[config.mk]
export PLATFORM = sky130hd
export DESIGN_NAME = aes_inv_key_scheduler
export DESIGN_NICKNAME = d
export VERILOG_FILES = /design/src/rtl/aes_inv_key_scheduler.sv
export SDC_FILE = /design/constraint.sdc
export NUM_CORES = 2
export LEC_CHECK = 0
export ABC_AREA = 1
export ABC_CLOCK_PERIOD_IN_PS = 5600
export CELL_PAD_IN_SITES_DETAIL_PLACEMENT = 0
export CELL_PAD_IN_SITES_GLOBAL_PLACEMENT = 1
export CORE_MARGIN = 5
export CORE_UTILIZATION = 46
export CTS_CLUSTER_SIZE = 12
export DETAILED_ROUTE_END_ITERATION = 7
export PLACE_DENSITY_LB_ADDON = 0.1
export RECOVER_POWER = 25
export REMOVE_ABC_BUFFERS = 1
export SYNTH_ARGS = -nofsm -noshare
export SYNTH_HDL_FRONTEND = slang
export SYNTH_SLANG_ARGS = --single-unit
export TNS_END_PERCENT = 1
[constraint.sdc]
create_clock -name clk -period 5.6 [get_ports clk]
set_input_delay 1.68 -clock clk [delete_from_list [all_inputs] [get_ports clk]]
set_output_delay 1.68 -clock clk [all_outputs]
set_load 0.05 [all_outputs]
[src/rtl/aes_inv_key_scheduler.sv]
// rtl/aes_inv_key_scheduler.sv - AES-128 decryption round-key source (reverse order, on-the-fly)
//
// Expands the cipher key forward to the round-10 key, then hands out round
// keys 10 down to 0, one per key_req, by running the key-schedule recurrence
// backwards. Only the current key, the round-10 key and the cipher key are
// stored. Restarting with the same cipher key skips the expansion entirely.
//
// Ports:
//   clk        clock, rising edge
//   rst_       asynchronous active-low reset
//   key_in     128-bit cipher key, word w0 in [127:96], sampled with key_start
//   key_start  single-cycle start pulse (priority over key_req)
//   key_req    consumer took round_key and wants the next-lower round
//   round_key  current round key (valid while key_valid)
//   round_idx  round number of round_key, 10..0
//   key_valid  round_key/round_idx valid
//   busy       forward expansion in progress
//   done       one-cycle pulse after round 0 has been consumed

module aes_inv_key_scheduler (
    input  logic         clk,
    input  logic         rst_,
    input  logic [127:0] key_in,
    input  logic         key_start,
    input  logic         key_req,
    output logic [127:0] round_key,
    output logic [3:0]   round_idx,
    output logic         key_valid,
    output logic         busy,
    output logic         done
);

    typedef enum logic [1:0] {
        IDLE   = 2'd0,
        EXPAND = 2'd1,
        SERVE  = 2'd2
    } state_t;

    // S-box table, entry 0 in the most significant byte.
    localparam logic [2047:0] SBOX = {
        128'h637c777bf26b6fc53001672bfed7ab76,
        128'hca82c97dfa5947f0add4a2af9ca472c0,
        128'hb7fd9326363ff7cc34a5e5f171d83115,
        128'h04c723c31896059a071280e2eb27b275,
        128'h09832c1a1b6e5aa0523bd6b329e32f84,
        128'h53d100ed20fcb15b6acbbe394a4c58cf,
        128'hd0efaafb434d338545f9027f503c9fa8,
        128'h51a3408f929d38f5bcb6da2110fff3d2,
        128'hcd0c13ec5f974417c4a77e3d645d1973,
        128'h60814fdc222a908846eeb814de5e0bdb,
        128'he0323a0a4906245cc2d3ac629195e479,
        128'he7c8376d8dd54ea96c56f4ea657aae08,
        128'hba78252e1ca6b4c6e8dd741f4bbd8b8a,
        128'h703eb5664803f60e613557b986c11d9e,
        128'he1f8981169d98e949b1e87e9ce5528df,
        128'h8ca1890dbfe6426841992d0fb054bb16
    };

    function automatic logic [7:0] sbox(input logic [7:0] x);
        logic [10:0] base;
        // entry x sits at byte (255 - x) counting from the LSB; 255 - x == ~x
        base = {~x, 3'b000};
        return SBOX[base +: 8];
    endfunction

    function automatic logic [31:0] sub_rot_word(input logic [31:0] w);
        // RotWord {b1,b2,b3,b0} followed by SubWord
        return {sbox(w[23:16]), sbox(w[15:8]), sbox(w[7:0]), sbox(w[31:24])};
    endfunction

    function automatic logic [31:0] rcon(input logic [3:0] r);
        logic [7:0] rc;
        case (r)
            4'd1:    rc = 8'h01;
            4'd2:    rc = 8'h02;
            4'd3:    rc = 8'h04;
            4'd4:    rc = 8'h08;
            4'd5:    rc = 8'h10;
            4'd6:    rc = 8'h20;
            4'd7:    rc = 8'h40;
            4'd8:    rc = 8'h80;
            4'd9:    rc = 8'h1b;
            4'd10:   rc = 8'h36;
            default: rc = 8'h00;
        endcase
        return {rc, 24'h000000};
    endfunction

    // round r-1 -> round r
    function automatic logic [127:0] forward_step(input logic [127:0] k, input logic [3:0] r);
        logic [31:0] n0, n1, n2, n3;
        n0 = k[127:96] ^ sub_rot_word(k[31:0]) ^ rcon(r);
        n1 = k[95:64] ^ n0;
        n2 = k[63:32] ^ n1;
        n3 = k[31:0]  ^ n2;
        return {n0, n1, n2, n3};
    endfunction

    // round r -> round r-1; previous W3 is recovered first since SubWord needs it
    function automatic logic [127:0] inverse_step(input logic [127:0] k, input logic [3:0] r);
        logic [31:0] p0, p1, p2, p3;
        p3 = k[31:0]  ^ k[63:32];
        p2 = k[63:32] ^ k[95:64];
        p1 = k[95:64] ^ k[127:96];
        p0 = k[127:96] ^ sub_rot_word(p3) ^ rcon(r);
        return {p0, p1, p2, p3};
    endfunction

    state_t       state, state_n;
    logic [127:0] cur, cur_n;
    logic [127:0] k10, k10_n;
    logic [127:0] kc, kc_n;
    logic [3:0]   rcnt, rcnt_n;
    logic [3:0]   idx_n;
    logic         have_key, have_n;
    logic         valid_n, busy_n, done_n;
    logic [127:0] fwd_key, inv_key;

    assign fwd_key   = forward_step(cur, rcnt);
    assign inv_key   = inverse_step(cur, round_idx);
    assign round_key = cur;

    always_comb begin
        state_n = state;
        cur_n   = cur;
        k10_n   = k10;
        kc_n    = kc;
        rcnt_n  = rcnt;
        idx_n   = round_idx;
        have_n  = have_key;
        valid_n = key_valid;
        busy_n  = busy;
        done_n  = 1'b0;

        case (state)
            IDLE, SERVE: begin
                if (key_start) begin
                    if (have_key && (key_in == kc)) begin
                        // same cipher key as last expansion: reuse stored round-10 key
                        cur_n   = k10;
                        idx_n   = 4'd10;
                        valid_n = 1'b1;
                        state_n = SERVE;
                    end else begin
                        cur_n   = key_in;
                        kc_n    = key_in;
                        rcnt_n  = 4'd1;
                        have_n  = 1'b0;
                        busy_n  = 1'b1;
                        valid_n = 1'b0;
                        state_n = EXPAND;
                    end
                end else if ((state == SERVE) && key_req) begin
                    if (round_idx != 4'd0) begin
                        cur_n = inv_key;
                        idx_n = round_idx - 4'd1;
                    end else begin
                        valid_n = 1'b0;
                        done_n  = 1'b1;
                        state_n = IDLE;
                    end
                end
            end
            EXPAND: begin
                cur_n  = fwd_key;
                rcnt_n = rcnt + 4'd1;
                if (rcnt == 4'd10) begin
                    k10_n   = fwd_key;
                    have_n  = 1'b1;
                    busy_n  = 1'b0;
                    idx_n   = 4'd10;
                    valid_n = 1'b1;
                    state_n = SERVE;
                end
            end
            default: begin
                state_n = IDLE;
            end
        endcase
    end

    always_ff @(posedge clk or negedge rst_) begin
        if (!rst_) begin
            state     <= IDLE;
            cur       <= '0;
            k10       <= '0;
            kc        <= '0;
            rcnt      <= '0;
            round_idx <= '0;
            have_key  <= 1'b0;
            key_valid <= 1'b0;
            busy      <= 1'b0;
            done      <= 1'b0;
        end else begin
            state     <= state_n;
            cur       <= cur_n;
            k10       <= k10_n;
            kc        <= kc_n;
            rcnt      <= rcnt_n;
            round_idx <= idx_n;
            have_key  <= have_n;
            key_valid <= valid_n;
            busy      <= busy_n;
            done      <= done_n;
        end
    end

endmodule
Yosys cells after proc, flatten, opt, wreduce, memory -nomap -nowiden
Memories as Yosys holds them, arrays and structs flattened. Cells that the tools add are included.

Register bits: 398. ROM bits: 256. Input bits: 132. Output and inout bits: 135. Logic and storage cells: 103. Memories kept: 2.

Memories: (no name shown) (depth 16, width 8, rd ports 1, clocked after Yosys merged registers in 0, wr ports 0, line 73) `case (r)`; (no name shown) (depth 16, width 8, rd ports 1, clocked after Yosys merged registers in 0, wr ports 0, line 73).

$add $sub $neg: 2. Equality and inequality tests: 11. Shift-type cells: 8. Multiplexer cells: 37. Bitwise gates (word level): 19. Reduce and logical (&&, ||, !) cells: 14.

Operators by type and width (number): $shiftx 2048x12->8 const A (8); $mux 128 (4); $xor 32x32->32 (10); $pmux 128 s2 (1); $eq 128x128->1 (1); $not 8->8 (8); $mux 4 (7); $pmux 4 s2 (2); $mux 1 (14); $ne 3x3->1 const B (4); $reduce_and 3->1 (4); $mux 2 (5); $reduce_and 4->1 (2); $ne 2x2->1 const B (3); $pmux 1 s2 (3); $reduce_and 5->1 (1); $add 4x1->4 const B (1); $eq 4x4->1 const B (1); $pmux 2 s2 (1); $reduce_bool 4->1 (1); $sub 4x1->4 const B (1); $eq 2x1->1 const B (1); $eq 2x2->1 const B (1); $logic_and 1x1->1 (2); other kinds (5) (5).

Longest topological paths before layout
Depth in word-level cells: 9. Mapped depth: 22. Gate-level depth less buffers: 20.

Worst setup path before layout
OpenSTA, ideal clock, no wires.

Path type: input port to flip-flop. Start point: in key_in[33]. End point: reg kc[18]. Setup time: 125 ps. Data arrival time: 3170 ps. Required time: 5475 ps. Path slack: 2305 ps. Stages on the path: 12. Buffers on the path: 1. Cells stage by stage: inv_1 or2_2 o21ai_0 nor2_1 nand2_1 nor2_1 nand2_1 nor2_4 nand3_2 nand3_2 buf_2 mux2_2.

Cells in the longest elaborated chain, start to end: 4.

RTL lines: from (decl) (line 23) `input logic [127:0] key_in,`; $eq 128x128->1 (line 138) `if (have_key && (key_in == kc)) begin`; $logic_and 1x1->1 (line 138); $not 1->1 (no source line); $reduce_and 3->1 (no source line); to (signal assigned) (line 198) `kc <= kc_n;`; to (decl) (line 112) `logic [127:0] kc, kc_n;`.

Every way passes these cells. A chain may end at the register's enable or synchronous reset.

==> out/results.ini <==
[status]
violations=design-rule violations, max-capacitance violations, max-slew violations
status=finished with violations

[clock_network]
cts_tree=yes
cts.sinks=398
clk_path_buf_depth=3
cts-root-buf=clkbuf_16
ctsHoldBuffers=0
insertion_delay_ns=0.61
htreeDepth=2
path_clk_slew_ns=0.06
post_cts_resized=0
numCtsBuffers=47
cts_setup_buffers=0

[yosys]
synth_top_cell_by_area=nand2_1
yosys.area.top_type_share=0.248
synthCells=8784
ys_seq_area_frac=0.202
synth_ff_type=dfrtp_1
synth_edf_count=0
synth_cell_type_count=47
synthArstFlopShare=1.00
synth-seq-cells=398
synthTopCellsByArea=nand2_1 25%, nand3_1 22%, dfrtp_1 20%
synth_most_common_cell=nand2_1
yosysWarnings=0
syn_area_um2=49200
yosys-top-cells-count=3259 x nand2_1, 2117 x nand3_1, 628 x inv_1
synth.avg_cell_area_um2=5.61

[critical_path]
path_max_fanout=86
r2r_start=round_key[1]$_DFFE_PN0P_
max_stage_delay_ns=1.81
reg2reg_depth=15
cpMaxStageDelayCell=clkbuf_2
cp.depth=2
path_class=primary input to asynchronous set/reset pin
critPathRequiredTime_ns=5.94
critPathBufInv=2
cp_top_family=buffers and inverters
cp.arrival_ns=4.83
path_cells=clkbuf_2 > clkbuf_1
endpoint_kind=asynchronous set/reset pin
crit_start=rst_
startpoint_type=primary input

[cells_and_area]
fillers=11500
fin_util=0.507
drive_gt1_frac=0.0490
final_nets=8992
area_growth_pct=9.89
final_cell_area_um2=54100

[timing]
finalCritPeriodShare=0.801
relSlewSlack=-0.827
fin_skew_ns=0.0235
drv_slew=84
rsz0062_at_grt=no
max_slew.worst_pin.slew_ns=2.74
finalSetupTns_ns=0
setup-violations-final=0
fin_crit_ns=4.49
timing.fmax_mhz=223
finalHoldViolations=0

[floorplanning]
io_pins=267
initial_core_util=0.461
rows=120
die_height_um=337
dieArea_um2=114000
dieWidth_um=337
core_area_um2=107000

[drt]
drt_iter0_markers=11400
wl_met3_um=38000
met2_length_um=110000
drt_wl_total_um=267000
vias=65000
drt-pass1-iter-count=8
drc=5
top_layer=met5
drt-met1-wl_um=99400
drtAntennaViolNets=0
viasPerCell=6.38
wire_per_inst_um=26.2

[placed_design]
port_buffers=266
gp_congestion=1.09
placedInstanceArea_um2=52500
post-dp-hpwl_um=194000

[hold_path]
hp-class=flop to flop
min_from=k10[107]$_DFFE_PN0P_
hold_depth=1

[global_routing]
grt_usage=0.446
globalRouteOverflowTotal=0
first_global_vias=59200
antenna_found_initial=29
grt_pass1_wl_um=389000
grt_max_degree=127

[run]
drv_cap=1

==> layout make-up <==
| type | instances | area (um2) | share of cell area |
|---|---|---|---|
| Inverter | 674 | 2560 | 0.0473 |
| Clock inverter | 18 | 223 | 0.00412 |
| Timing Repair Buffer | 415 | 3900 | 0.0720 |
| Clock buffer | 69 | 1370 | 0.0253 |
| Multi-Input combinational cell | 7194 | 34300 | 0.633 |
| Sequential cell | 398 | 9970 | 0.184 |
| Antenna cell | 26 | 65.1 | 0.00120 |
| Tap cell | 1403 | 1760 | 0.0324 |
==> kinds of logic after synthesis <==
group	after synthesis	share of synthesized area
AND/OR/NAND/NOR	6129	0.537
buffers and inverters	1192	0.104
AO/OA/AOI/OAI	739	0.0817
flip-flops	398	0.202
XOR/XNOR	164	0.0343
adder cells (fa/ha/maj)	130	0.0330
multiplexers	32	0.00732
==> layer usage <==
| layer | global-route usage | vias to the layer above |
|---|---|---|
| met4 | 0.258 | 20 |
| met2 | 0.653 | 5324 |
| met1 | 0.589 | 29800 |
| li1 | - | 28700 |
| met3 | 0.124 | 1154 |
| met5 | 0 | - |
==> sequential cells by signal (all words and copies together), names as in the netlist <==
register / cells
busy: 1
done: 1
have_key: 1
k10: 128
kc: 128
key_valid: 1
rcnt: 4
round_idx: 4
round_key: 128
state: 2
==> path summary, 6_finish.rpt <==
check | to | slack, ns
max | round_key[28]$_DFFE_PN0P_ | 1.11
min | k10[107]$_DFFE_PN0P_ | 0.48
max reg2reg | round_key[107]$_DFFE_PN0P_ | 1.26
min reg2reg | k10[107]$_DFFE_PN0P_ | 0.48
max in group clk | round_key[36]$_DFFE_PN0P_ | 1.21
min in group asynchronous | k10[63]$_DFFE_PN0P_ | 1.88
==> through the flow <==
stage,setup WS (ns),instances,hold WS (ns)
after floorplan,-3.86,8266,0.449
after global placement,0.727,10100,0.459
after detailed placement,0.779,10100,0.465
after CTS,1.30,10200,0.480
after global routing,0.579,10200,0.491
final,1.11,10200,0.479
==> layout by cell type (no fill, tap or decap), types with 7 or more instances in the layout <==
cell,count
clkdlybuf4s50_1,264
a21o_1,7
ha_1,130
o21ai_0,332
diode_2,26
a21oi_1,227
mux2_2,32
buf_12,10
inv_1,627
clkinv_2,8
nand2_2,41
o211ai_1,91
a31oi_1,18
xor2_2,7
nor2_2,24
nor2_1,460
o22ai_1,7
nand2_1,3256
nand3_1,2117
xnor2_1,35
nand3b_1,27
clkinv_1,12
xor2_1,100
clkbuf_8,7
clkbuf_1,14
buf_4,138
nor3_1,13
nor2_4,9
o21ai_1,40
clkbuf_16,49
or2_2,21
dfrtp_1,390
inv_2,27
nand4_1,150
xnor2_2,13
dfrtp_2,8
Power is left out: the tool's default activity adds up to more than one toggle a clock period on the data nets, which glitch-free logic cannot reach.
